### config.mk
export PLATFORM = sky130hd
export DESIGN_NAME = sp_ram_arbiter
export DESIGN_NICKNAME = d
export VERILOG_FILES = /design/src/rtl/sp_ram_arb_pkg.sv /design/src/rtl/rr_arb2.sv /design/src/rtl/sp_ram_arbiter.sv
export SDC_FILE = /design/constraint.sdc
export NUM_CORES = 1
export LEC_CHECK = 0
export ABC_AREA = 1
export CAP_MARGIN = 10
export CORE_AREA = 5 5 111 113
export CTS_CLUSTER_SIZE = 12
export DETAILED_ROUTE_END_ITERATION = 10
export DIE_AREA = 0 0 116 118
export DONT_BUFFER_PORTS = 1
export SLEW_MARGIN = 0
export SYNTH_ARGS = -nofsm -noshare
export SYNTH_HDL_FRONTEND = slang
export SYNTH_SLANG_ARGS = --single-unit
### constraint.sdc
create_clock -name clk -period 1.9 [get_ports clk]
set_input_delay 0.19 -clock clk [delete_from_list [all_inputs] [get_ports clk]]
set_output_delay 0.19 -clock clk [all_outputs]
set_load 0.03 [all_outputs]
### src/rtl/sp_ram_arb_pkg.sv
// Shared types and defaults for the single-port RAM request arbiter.
package sp_ram_arb_pkg;

   localparam int unsigned NUM_PORTS         = 2;
   localparam logic [31:0] DEFAULT_BASE_ADDR = 32'h0010_0000;

   typedef logic port_id_t;

   // Response pipeline entry: one outstanding access, answered the next cycle.
   typedef struct packed {
      logic     valid;
      port_id_t id;
      logic     is_read;
      logic     err;
   } resp_t;

endpackage

### src/rtl/rr_arb2.sv
// Two-way round-robin arbiter; port 0 wins the first tie after reset.
module rr_arb2 (
   input  logic       clk,
   input  logic       rst_i,
   input  logic [1:0] req_i,
   output logic [1:0] gnt_o
);

   logic last_gnt_q;
   logic last_gnt_d;

   // Grant the lone requester, or on a tie the port that did not win last.
   always_comb begin
      gnt_o      = 2'b00;
      last_gnt_d = last_gnt_q;
      case (req_i)
         2'b01:   gnt_o = 2'b01;
         2'b10:   gnt_o = 2'b10;
         2'b11:   gnt_o = last_gnt_q ? 2'b01 : 2'b10;
         default: gnt_o = 2'b00;
      endcase
      if (gnt_o != 2'b00) last_gnt_d = gnt_o[1];
   end

   // Remember the most recent winner.
   always_ff @(posedge clk) begin
      if (rst_i) last_gnt_q <= 1'b1;
      else       last_gnt_q <= last_gnt_d;
   end

endmodule

### src/rtl/sp_ram_arbiter.sv
// Two-port request/grant front end onto one synchronous single-port RAM.
module sp_ram_arbiter
   import sp_ram_arb_pkg::*;
#(
   parameter int unsigned RAM_SIZE   = 32768,
   parameter int unsigned ADDR_WIDTH = $clog2(RAM_SIZE),
   parameter int unsigned DATA_WIDTH = 32,
   parameter logic [31:0] BASE_ADDR  = DEFAULT_BASE_ADDR
) (
   input  logic                    clk,
   input  logic                    rst_i,
   input  logic                    p0_req_i,
   output logic                    p0_gnt_o,
   input  logic [31:0]             p0_addr_i,
   input  logic                    p0_we_i,
   input  logic [DATA_WIDTH/8-1:0] p0_be_i,
   input  logic [DATA_WIDTH-1:0]   p0_wdata_i,
   output logic                    p0_rvalid_o,
   output logic [DATA_WIDTH-1:0]   p0_rdata_o,
   output logic                    p0_err_o,
   input  logic                    p1_req_i,
   output logic                    p1_gnt_o,
   input  logic [31:0]             p1_addr_i,
   input  logic                    p1_we_i,
   input  logic [DATA_WIDTH/8-1:0] p1_be_i,
   input  logic [DATA_WIDTH-1:0]   p1_wdata_i,
   output logic                    p1_rvalid_o,
   output logic [DATA_WIDTH-1:0]   p1_rdata_o,
   output logic                    p1_err_o,
   output logic                    ram_en_o,
   output logic [ADDR_WIDTH-1:0]   ram_addr_o,
   output logic                    ram_we_o,
   output logic [DATA_WIDTH/8-1:0] ram_be_o,
   output logic [DATA_WIDTH-1:0]   ram_wdata_o,
   input  logic [DATA_WIDTH-1:0]   ram_rdata_i
);

   localparam int unsigned BE_W = DATA_WIDTH / 8;

   logic [1:0]            req;
   logic [1:0]            gnt;
   logic                  any_gnt;
   port_id_t              sel;
   logic [31:0]           addr;
   logic                  we;
   logic [BE_W-1:0]       be;
   logic [DATA_WIDTH-1:0] wdata;
   logic [31:0]           offset;
   logic                  in_win;
   resp_t                 resp_q;
   resp_t                 resp_d;
   logic [1:0]            rvalid;
   logic [1:0]            load;
   logic [DATA_WIDTH-1:0] rdata_q [NUM_PORTS];
   logic [DATA_WIDTH-1:0] rdata_d [NUM_PORTS];

   assign req = {p1_req_i, p0_req_i} & {2{~rst_i}};

   rr_arb2 u_arb (
      .clk   (clk),
      .rst_i (rst_i),
      .req_i (req),
      .gnt_o (gnt)
   );

   assign p0_gnt_o = gnt[0];
   assign p1_gnt_o = gnt[1];
   assign any_gnt  = |gnt;
   assign sel      = gnt[1];

   // Winner mux and window decode; compare on the full bus address so nothing below the base wraps in.
   always_comb begin
      addr   = sel ? p1_addr_i  : p0_addr_i;
      we     = sel ? p1_we_i    : p0_we_i;
      be     = sel ? p1_be_i    : p0_be_i;
      wdata  = sel ? p1_wdata_i : p0_wdata_i;
      offset = addr - BASE_ADDR;
      in_win = (addr >= BASE_ADDR) && (offset < 32'(RAM_SIZE));
   end

   // Drive the RAM only for granted in-window accesses; otherwise hold the port quiet.
   always_comb begin
      ram_en_o    = 1'b0;
      ram_we_o    = 1'b0;
      ram_be_o    = '0;
      ram_addr_o  = '0;
      ram_wdata_o = '0;
      if (any_gnt && in_win) begin
         ram_en_o    = 1'b1;
         ram_we_o    = we;
         ram_be_o    = be;
         ram_addr_o  = offset[ADDR_WIDTH-1:0];
         ram_wdata_o = wdata;
      end
   end

   // Next response entry for the access granted this cycle.
   always_comb begin
      resp_d         = '0;
      resp_d.valid   = any_gnt;
      resp_d.id      = sel;
      resp_d.is_read = ~we;
      resp_d.err     = ~in_win;
   end

   // Steer the response to its port; in-window reads capture RAM data.
   always_comb begin
      rvalid[0] = resp_q.valid && (resp_q.id == 1'b0) && !rst_i;
      rvalid[1] = resp_q.valid && (resp_q.id == 1'b1) && !rst_i;
      load      = rvalid & {2{resp_q.is_read && !resp_q.err}};
      for (int i = 0; i < NUM_PORTS; i++) begin
         rdata_d[i] = load[i] ? ram_rdata_i : rdata_q[i];
      end
   end

   // Response flop and per-port read data registers.
   always_ff @(posedge clk) begin
      if (rst_i) begin
         resp_q <= '0;
         for (int i = 0; i < NUM_PORTS; i++) rdata_q[i] <= '0;
      end else begin
         resp_q <= resp_d;
         for (int i = 0; i < NUM_PORTS; i++) rdata_q[i] <= rdata_d[i];
      end
   end

   assign p0_rvalid_o = rvalid[0];
   assign p1_rvalid_o = rvalid[1];
   assign p0_err_o    = rvalid[0] && resp_q.err;
   assign p1_err_o    = rvalid[1] && resp_q.err;
   assign p0_rdata_o  = load[0] ? ram_rdata_i : rdata_q[0];
   assign p1_rdata_o  = load[1] ? ram_rdata_i : rdata_q[1];

endmodule
-- Yosys cells after proc, flatten, opt, wreduce, memory -nomap -nowiden
Memory sizes are Yosys's and may differ from the RTL's.
Index checks and enable logic that the tools add are counted.
- register bits: 5
- RAM bits: 64
- input bits: 174
- output and inout bits: 123
- word-level logic and storage cells: 51
- memories: 1
- $add $sub $neg: 1
- $lt $le $gt $ge: 2
- equal/unequal tests: 3
- mux-type cells: 18
- bitwise logic cells: 8
- reduce and logical (&&, ||, !) cells: 13
- memory list (name ; words ; width ; read ports ; clocked after memory_dff ; write ports ; line ; source):
    rdata_q ; 2 ; 32 ; 2 ; 0 ; 2 ; sp_ram_arbiter.sv:54 ; logic [DATA_WIDTH-1:0] rdata_q [NUM_PORTS];
- operator list (operator ; count):
    $mux W32 ; 7
    $ge A32 B21 Y1 const B ; 1
    $lt A32 B16 Y1 const B ; 1
    $sub A32 B21 Y32 const B ; 1
    $mux W15 ; 1
    $logic_and A1 B1 Y1 ; 9
    $mux W4 ; 2
    $mux W1 ; 6
    $pmux W2 S3 ; 1
    $and A2 B2 Y2 ; 2
    $eq A2 B2 Y1 const B ; 2
    $not A1 Y1 ; 4
    $eq A2 B1 Y1 const B ; 1
    $logic_not A1 Y1 ; 2
    $mux W2 ; 1
    $or A1 B1 Y1 ; 2
    $reduce_bool A2 Y1 ; 1
    $reduce_or A2 Y1 ; 1

-- Logic depth before layout (Yosys ltp)
Gate-level depths: netlist of the first run.
- depth in word-level cells: 10
- depth in mapped cells: 14
- depth with buffers taken out: 12

-- Hierarchy
From an unflattened synthesis of the first run, not the netlist that was laid out.
- cells, all modules: 668
- area total of the unflattened synthesis: 4086.4 µm²
- modules (own cells, without submodules) (module ; times used ; cells an instance ; area an instance (µm²) ; sequential area each (µm²)):
    sp_ram_arbiter ; 1 ; 658 ; 4030.1 ; 1361.3
    rr_arb2 ; 1 ; 10 ; 56.3 ; 20.0

-- Least setup slack after synthesis of the first run
No wires, ideal clock.
- kind: register -> output
- from: register resp_q[3] in the netlist's numbering
- to: output port p1_rdata_o[0]
- data arrival time: 2.086 ns
- required time: 1.710 ns
- slack: -0.376 ns
- stages on the path, launching flop included: 7
- buffers on the path: 1
- cells stage by stage: dfxtp_1 inv_1 nor3_1 nand2_1 clkbuf_1 o21ai_0 inv_1
- longest elaborated chain between the ends: 4
- RTL lines (what ; line ; source):
    start: declaration ; sp_ram_arbiter.sv:50 ; resp_t resp_q;
    start signal: assignment ; sp_ram_arbiter.sv:122 ; resp_q <= resp_d;
    $logic_and A1 B1 Y1 (2 in a row) ; sp_ram_arbiter.sv:109 ; rvalid[1] = resp_q.valid && (resp_q.id == 1'b1) && !rst_i;
    named net p1_rvalid_o ; sp_ram_arbiter.sv:27 ; output logic p1_rvalid_o,
    $and A2 B2 Y2 ; sp_ram_arbiter.sv:110 ; load = rvalid & {2{resp_q.is_read && !resp_q.err}};
    $mux W32 ; sp_ram_arbiter.sv:132 ; assign p1_rdata_o = load[1] ? ram_rdata_i : rdata_q[1];
    end: declaration ; sp_ram_arbiter.sv:28 ; output logic [DATA_WIDTH-1:0] p1_rdata_o,
The timed path passes the listed nets, and every way through them passes these cells.

-- Worst setup path after layout of the first run
- from: register u_arb.last_gnt_q
- to: output port ram_wdata_o[4]
- longest elaborated chain between the ends: 8
- elaborated cells on any way between the ends: 11
- classes of those cells: add/sub: 1; order compare: 2; mux: 5; reduce/logical: 3
- RTL lines (what ; line ; source):
    start: declaration ; rr_arb2.sv:9 ; logic last_gnt_q;
    start signal: assignment ; rr_arb2.sv:28 ; else last_gnt_q <= last_gnt_d;
    $mux W2 (*) ; rr_arb2.sv:19 ; 2'b11: gnt_o = last_gnt_q ? 2'b01 : 2'b10;
    $pmux W2 S3 (*) ; rr_arb2.sv:16 ; case (req_i)
    $mux W32 ; sp_ram_arbiter.sv:73 ; addr = sel ? p1_addr_i : p0_addr_i;
    $sub A32 B21 Y32 ; sp_ram_arbiter.sv:77 ; offset = addr - BASE_ADDR;
    $lt A32 B16 Y1 ; sp_ram_arbiter.sv:78 ; in_win = (addr >= BASE_ADDR) && (offset < 32'(RAM_SIZE));
    $logic_and A1 B1 Y1 ; sp_ram_arbiter.sv:78 ;
    $logic_and A1 B1 Y1 ; sp_ram_arbiter.sv:88 ; if (any_gnt && in_win) begin
    $mux W32 (*) ; sp_ram_arbiter.sv:88 ;
    end: declaration ; sp_ram_arbiter.sv:34 ; output logic [DATA_WIDTH-1:0] ram_wdata_o,
Every way passes the cells marked *; elsewhere a longest branch is shown, timed or not.

==> summary.md, run 1 <==
| Metric | Value |
|---|---|
| Arr. time, crit path | `2.23 ns` |
| Setup slack after layout | `-0.524 ns` |
| Max Clk Rate | `412 MHz` |
| Antenna fix cells | `0` |
| Max Root-Sink Buffers | `2` |
| Pre-Repair DR Iteration Count | `6` |
| Maxcap violations | `0` |
| Rows | `39` |
| Required time of the worst setup path | `1.71 ns` |
| Final Max Tran Viols | `0` |
| Final setup vio count | `53` |
| Total track usage | `0.201` |
| Residual DRC count | `0` |
| WL per Instance | `17.8 um` |
| Fillcell total | `1,071` |
| Clk_skew | `0.00831 ns` |
| Largest net degree at the start of global routing | `67` |
| Chip Height | `118 um` |
| Worst Hold Margin | `0.0174 ns` |
| Post-Syn Area | `4100 um2` |
| Mux cell area share after synthesis | `0.124` |
| Hold Path Class | `input port to flip-flop` |
| Final Cycle Share | `1.28` |
| Synth top area cells | `dfxtp_1 34%, inv_1 14%, mux2i_1 12%` |
| Relative slew slack | `0.690` |
| Post-Route WL | `15.2 mm` |
| Worst VDD drop | `678 uV` |
| Flops & latches, synth | `69` |
| P_leak | `3.44 nW` |
| Detailed placement HPWL | `11.5 mm` |
| RSZ-0062 raised after global routing | `true` |
| Setup CP Type | `flip-flop to output port` |
| DRT antenna net count | `0` |
| Area of the multi-input gates | `2530 um2` |
| Unique masters post-synth | `25` |
| Post-synthesis compound-gate area fraction | `0.0848` |
| Initial core utilization | `0.365` |
| Pre-CTS setup slack | `-0.395 ns` |
| Power consumption | `3.90 mW` |
| Mapped Avg Cell Area | `6.46 um2` |
| Sequential fraction of the synthesis area | `0.337` |
| CTS root buffer | `clkbuf_16` |
| I/O pin cnt | `297` |
| Crit end category | `output port` |
| Antenna violations before repair | `0` |
| Die ar. | `13,700 um2` |
| RD Place Congestion | `0.960` |
| TritonCTS clock tree | `done` |
| Failing checks | `setup timing` |
| Area delta synth->final | `49.4%` |
| Cell total after placement | `823` |
| Power density cells | `636 nW/um2` |
| Actual slew at the worst max-slew pin | `0.452 ns` |
| H-tree depth | `3` |
| Vias in the first global route | `3,917` |
| Area leader, netlist | `dfxtp_1` |
| Post-Synth Simple-Gate Area | `0.271` |
| Post-layout util | `0.546` |
| Die width | `116 um` |
| Yosys warns | `0` |
| Crit-path max FO | `7` |
| Minimum clock period | `2.42 ns` |
| Number of synthesized flops with an enable pin | `0` |
| TritonCTS Sinks | `69` |
| Non-filler cells, final | `855` |
| R2R depth | `12` |
| Synth Area in Adders | `0` |
| Main flop type after synthesis | `dfxtp_1` |
| Final hold vios | `0` |
| Placeable Area | `11,200 um2` |
| NumNets Final | `882` |
| FFs w/ async S/R, synth | `0` |
| FF/Latch Area | `1380 um2` |
| Run status | `complete, but fails checks` |
| Vias | `4,143` |
| DRT iter0 DRCs | `238` |
| Worst-Skew Late Latency | `0.33 ns` |
| Synthesized net count | `809` |
| Vias per cell | `4.85` |
| Number of instances in the synthesized netlist | `635` |
| CP Launch Type | `flip-flop` |
| Hold Path Stages | `2` |
| Yosys top cell area share | `0.337` |
| First-pass GRT wire length | `21.3 mm` |
| Largest family of logic cells by synthesized area | `simple AND/OR/NAND/NOR gates` |
| Cts bufs inserted | `9` |
| Worst path cell trace | `nand2_4, buf_6, nand3_1, nand2_1, nand2_1, nand3b_1, nor2_2, nand3_4, buf_12, buf_12, nor2_4, buf_6` |
| Post-Synth XOR/XNOR Area | `0` |
| Share of cells above drive strength 1 | `0.404` |
| Clk slew on worst S/H paths | `0.06 ns` |
| Worst stage delay on the critical path | `0.33 ns` |
| GRT Residual Overflow | `0` |
| Crit path max-delay cell type | `dfxtp_2` |
| IO buf count | `0` |
-- final timing paths --
kind	start	to	slack (ns)
worst max-delay path	u_arb.last_gnt_q$_SDFFE_PP1P_	ram_wdata_o[4]	-0.52
worst max register to register	u_arb.last_gnt_q$_SDFFE_PP1P_	resp_q[0]$_SDFF_PP0_	0.12
worst min-delay path	ram_rdata_i[25]	rdata_q[0][57]$_SDFF_PP0_	0.02
worst min register to register	rdata_q[0][56]$_SDFF_PP0_	rdata_q[0][56]$_SDFF_PP0_	0.54
-- per-stage QoR --
stage	cell area, um2	TNS (ns)
final	6130	-25.50
after global routing	6130	-32.54
after CTS	5870	-23.62
after detailed placement	5120	-5.47
after global placement	5120	-3.95
after floorplan	4420	-1.36
-- cell usage after synthesis, types with 2 or more instances --
cell type    n
dfxtp_1     69
clkbuf_1    18
buf_6        6
nand2_1    101
a21oi_1      2
nand3b_1     6
o21ai_0     66
mux2i_1     51
nor4_1       2
buf_2        4
nor2_1     117
buf_1        3
nor2_4       2
nor2_2      18
nor3_1       2
nand3_1      8
inv_1      152
-- power breakdown --
group	internal (mW)	leakage, nW	total, mW	switching, mW
clock	1.28	0.162	1.89	0.612
sequential	1.47	0.558	1.48	0.00941
combinational	0.172	2.72	0.527	0.355
total	2.92	3.44	3.90	0.977
-- cell families (layout without fill, tap and decap cells) --
logic type | count (synthesis) | count (layout)
DFF | 69 | 69
AOI/OAI and AO/OA | 69 | 69
muxes | 51 | 51
and+or+nand+nor | 261 | 262
buffers and inverters | 185 | 261
-- per-layer routing --
metal  up-vias  wire length [um]  share of wire  global-route usage
met2       203              8120           0.53               0.368
met1      1875              5490           0.36               0.214
met3        18              1350          0.088              0.0638
met4         0               274          0.018              0.0624
li1       2047                 -              -                   -
met5         -                 0              0                   0
-- layout make-up --
cell class / count / share of cell area
clock buffer: 9 / 0.0368
timing repair buffer: 93 / 0.182
tap: 143 / 0.0292
multi-input combinational: 382 / 0.414
clock inverter: 6 / 0.0182
inverter: 153 / 0.0948
sequential: 69 / 0.226
-- critical path, delay by kind of cell (launching register included) --
kind	cells	cell delay (ns)
buf+inv	4	0.60
simple gates	8	0.99
flops	1	0.33
-- state kept, by name, summed over array words and instances (netlist names) --
signal,cells
rdata_q,64
resp_q,4
u_arb.last_gnt_q,1
-- timing repair --
action | 4_1_cts | 5_1_grt
hold endpoints to repair | 66 | 0
pin swaps | 6 | 4
resized for setup | 138 | 109
hold buffers | 1 | 0
gates cloned | 2 | 3
buffers inserted | 10 | 1
endpoints found under the setup margin | 88 | 115
-- layout by cell type, fill, tap and decap left out, types with 3 or more instances in the layout --
cell,count
clkbuf_16,11
dfxtp_1,67
inv_2,65
nand3b_1,6
bufinv_16,3
nor2_4,48
nor2_2,7
mux2i_1,48
buf_6,55
o21ai_2,38
buf_16,3
nand3_1,5
nand2_1,97
buf_12,9
nand3_2,3
nor2_1,82
nand3_4,3
o21ai_1,26
buf_4,24
inv_1,85
nand2_2,4
No activity file was read; power rests on OpenSTA's default activity.
==> run 2, diff against run 1 <==
==> constraint.sdc (replaced) <==
create_clock -name clk -period 2.54 [get_ports clk]
set_input_delay 0 -clock clk [delete_from_list [all_inputs] [get_ports clk]]
set_output_delay 0 -clock clk [all_outputs]
set_load 0.03 [all_outputs]
==> run 2 against run 1 <==
Compared with the run above: clock-buffer cell count up 1; the run now ends clean; hold slack improved by 0.0029 ns; flip-flop and latch count unchanged; critical path type unchanged; worst setup slack better by 0.69 ns; sequential power is 25% lower.
==> summary.md, run 2 (synthesis gave the netlist of run 1 again) <==
| Metric | Value |
|---|---|
| R2R depth | `7 (-5)` |
| Run status | `complete, no violations` |
| Worst VDD drop | `469 uV (-31%)` |
| Die ar. | `13,700 um2 (unchanged)` |
| Rows | `39 (unchanged)` |
| Clock share of power | `0.480 (-0.004)` |
| NumNets Final | `889 (+0.79%)` |
| TritonCTS Sinks | `69 (unchanged)` |
| CP Launch Type | `flip-flop` |
| TritonCTS clock tree | `done` |
| Max Clk Rate | `421 MHz` |
| Largest net degree at the start of global routing | `69 (+3.0%)` |
| Maxcap violations | `0 (unchanged)` |
| Total track usage | `0.201 (+0.000440)` |
| DRT iter0 DRCs | `322 (+35%)` |
| Arr. time, crit path | `2.38 ns (+0.15 ns)` |
| P_leak | `3.46 nW (+0.67%)` |
| First-pass GRT wire length | `21.4 mm (+0.36%)` |
| Die width | `116 um (unchanged)` |
| Non-filler cells, final | `863 (+0.94%)` |
| Final hold vios | `0 (unchanged)` |
| Setup CP Type | `flip-flop to output port` |
| Max Root-Sink Buffers | `2 (unchanged)` |
| Top reg by flops | `rdata_q` |
| Placed inst area | `4610 um2 (-9.9%)` |
| Part of the power in registers | `0.391 (+0.010)` |
| Final Cycle Share | `0.935` |
| Worst Hold Margin | `0.0203 ns (+0.00289 ns)` |
| Area delta synth->final | `30.2%` |
| Design Area, Final | `5340 um2 (-13%)` |
| CTS root buffer | `clkbuf_16` |
| Biggest regs | `rdata_q x64, resp_q x4, u_arb.last_gnt_q x1` |
| DRT antenna net count | `0 (unchanged)` |
| Crit-path max FO | `48 (+41)` |
| Setup_tns | `0 ns (+25.50 ns)` |
| WL per Instance | `16.8 um (-5.6%)` |
| Vias | `4,164 (+0.51%)` |
| Antenna fix cells | `0 (unchanged)` |
| IO buf count | `0 (unchanged)` |
| I/O pin cnt | `297 (unchanged)` |
| Final Max Tran Viols | `0 (unchanged)` |
| Hold Path Stages | `4 (+2)` |
| Post-Route WL | `14.5 mm (-4.7%)` |
| Post-layout util | `0.476 (-0.0700)` |
| Power consumption | `2.84 mW (-27%)` |
| Chip Height | `118 um (unchanged)` |
| Net Sw Frac | `0.251 (+0.000735)` |
| Combinational Power Share | `0.130 (-0.005)` |
| Share of cells above drive strength 1 | `0.153 (-0.252)` |
| Minimum clock period | `2.38 ns` |
| Actual slew at the worst max-slew pin | `0.563 ns (+0.111 ns)` |
| Clk slew on worst S/H paths | `0.05 ns (about the same)` |
| Switching pwr | `713 uW (-27%)` |
| Setup slack after layout | `0.165 ns (+0.689 ns)` |
| Vias in the first global route | `4,051 (+3.4%)` |
| Cell total after placement | `810 (-1.6%)` |
| Crit end category | `output port` |
| Final setup vio count | `0 (-100%)` |
| Relative slew slack | `0.624 (-0.0656)` |
| Cts bufs inserted | `9 (unchanged)` |
| Max FFs per register | `64 (unchanged)` |
| H-tree depth | `3 (unchanged)` |
| Initial core utilization | `0.365 (unchanged)` |
| Antenna violations before repair | `0 (unchanged)` |
| Pre-Repair DR Iteration Count | `4 (-2)` |
| RD Place Congestion | `0.924 (-3.8%)` |
| Required time of the worst setup path | `2.54 ns (+0.83 ns)` |
| GRT Residual Overflow | `0 (unchanged)` |
| Placeable Area | `11,200 um2 (unchanged)` |
| Residual DRC count | `0 (unchanged)` |
| Hold Path Class | `input port to flip-flop` |
| RSZ-0062 raised after global routing | `false` |
| Most frequent cells in the layout | `152 x inv_1, 117 x nor2_1, 99 x nand2_1` |
| Clk_skew | `0.00966 ns (+0.00135 ns)` |
| Detailed placement HPWL | `11.5 mm (+0.35%)` |
| Internal power | `2.13 mW (-27%)` |
| Power density cells | `532 nW/um2 (-16%)` |
| Vias per cell | `4.83 (-0.42%)` |
| Most common cell after layout, fill and taps aside | `inv_1` |
| Pre-CTS setup slack | `0.219 ns (+0.614 ns)` |
| Worst-Skew Late Latency | `0.32 ns (about the same)` |
==> run 2: cell types whose count changed in the layout (fill, tap and decap cells not counted), sizes merged <==
cell | before | now
clkinv | 2 | 3
buf | 91 | 66
bufinv | 3 | 2
nand3 | 11 | 10
dlygate4sd3 | 0 | 35
clkbuf | 11 | 10
==> run 2: worst max-delay path, stage by stage (launching register included) <==
cell     delay (ns)
dfxtp_1        0.39
nand2_4        0.11
nand3_4        0.20
buf_6          0.47
mux2i_1        0.53
nor2_1         0.11
buf_4          0.19
==> run 2: final timing paths <==
| check | startpoint | endpoint | slack, ns |
|---|---|---|---|
| worst max-delay path | u_arb.last_gnt_q$_SDFFE_PP1P_ | ram_wdata_o[21] | 0.16 |
| worst min-delay path | rst_i | u_arb.last_gnt_q$_SDFFE_PP1P_ | 0.02 |
| worst max register to register | u_arb.last_gnt_q$_SDFFE_PP1P_ | resp_q[1]$_SDFF_PP0_ | 0.35 |
| worst min register to register | u_arb.last_gnt_q$_SDFFE_PP1P_ | u_arb.last_gnt_q$_SDFFE_PP1P_ | 0.53 |
==> run 2: routing by layer <==
layer / vias to the layer above / track usage / routed length (um)
li1: 2051 / - / -
met1: 1868 / 0.234 / 5680
met2: 216 / 0.352 / 7160
met3: 29 / 0.0473 / 1250
met4: 0 / 0.0732 / 423
met5: - / 0 / 0
==> run 2: layout make-up <==
cell class	count	area, um2
sequential	69	1380
multi-input combinational	381	1990
clock buffer	10	239
timing repair buffer	101	882
inverter	153	576
tap	143	179
clock inverter	6	93.8
fill	1131	5880
==> run 2: power by group through the flow <==
stage	Clock [mW]	Combinational [mW]	Sequential [mW]
after CTS	1.39	0.364	1.11
after floorplan	0	0.256	1.13
final	1.36	0.369	1.11
after global placement	0	0.288	1.13
after global routing	1.43	0.401	1.11
after detailed placement	0	0.291	1.13
==> run 2: repair_timing <==
action / CTS / global route
endpoints found under the setup margin: 2 / 5
endpoints found under the hold margin: 69 / 0
gates resized for setup: 1 / 2
gates cloned: 0 / 0
buffers inserted: 0 / 1
pin swaps: 0 / 1
hold buffers: 36 / 0
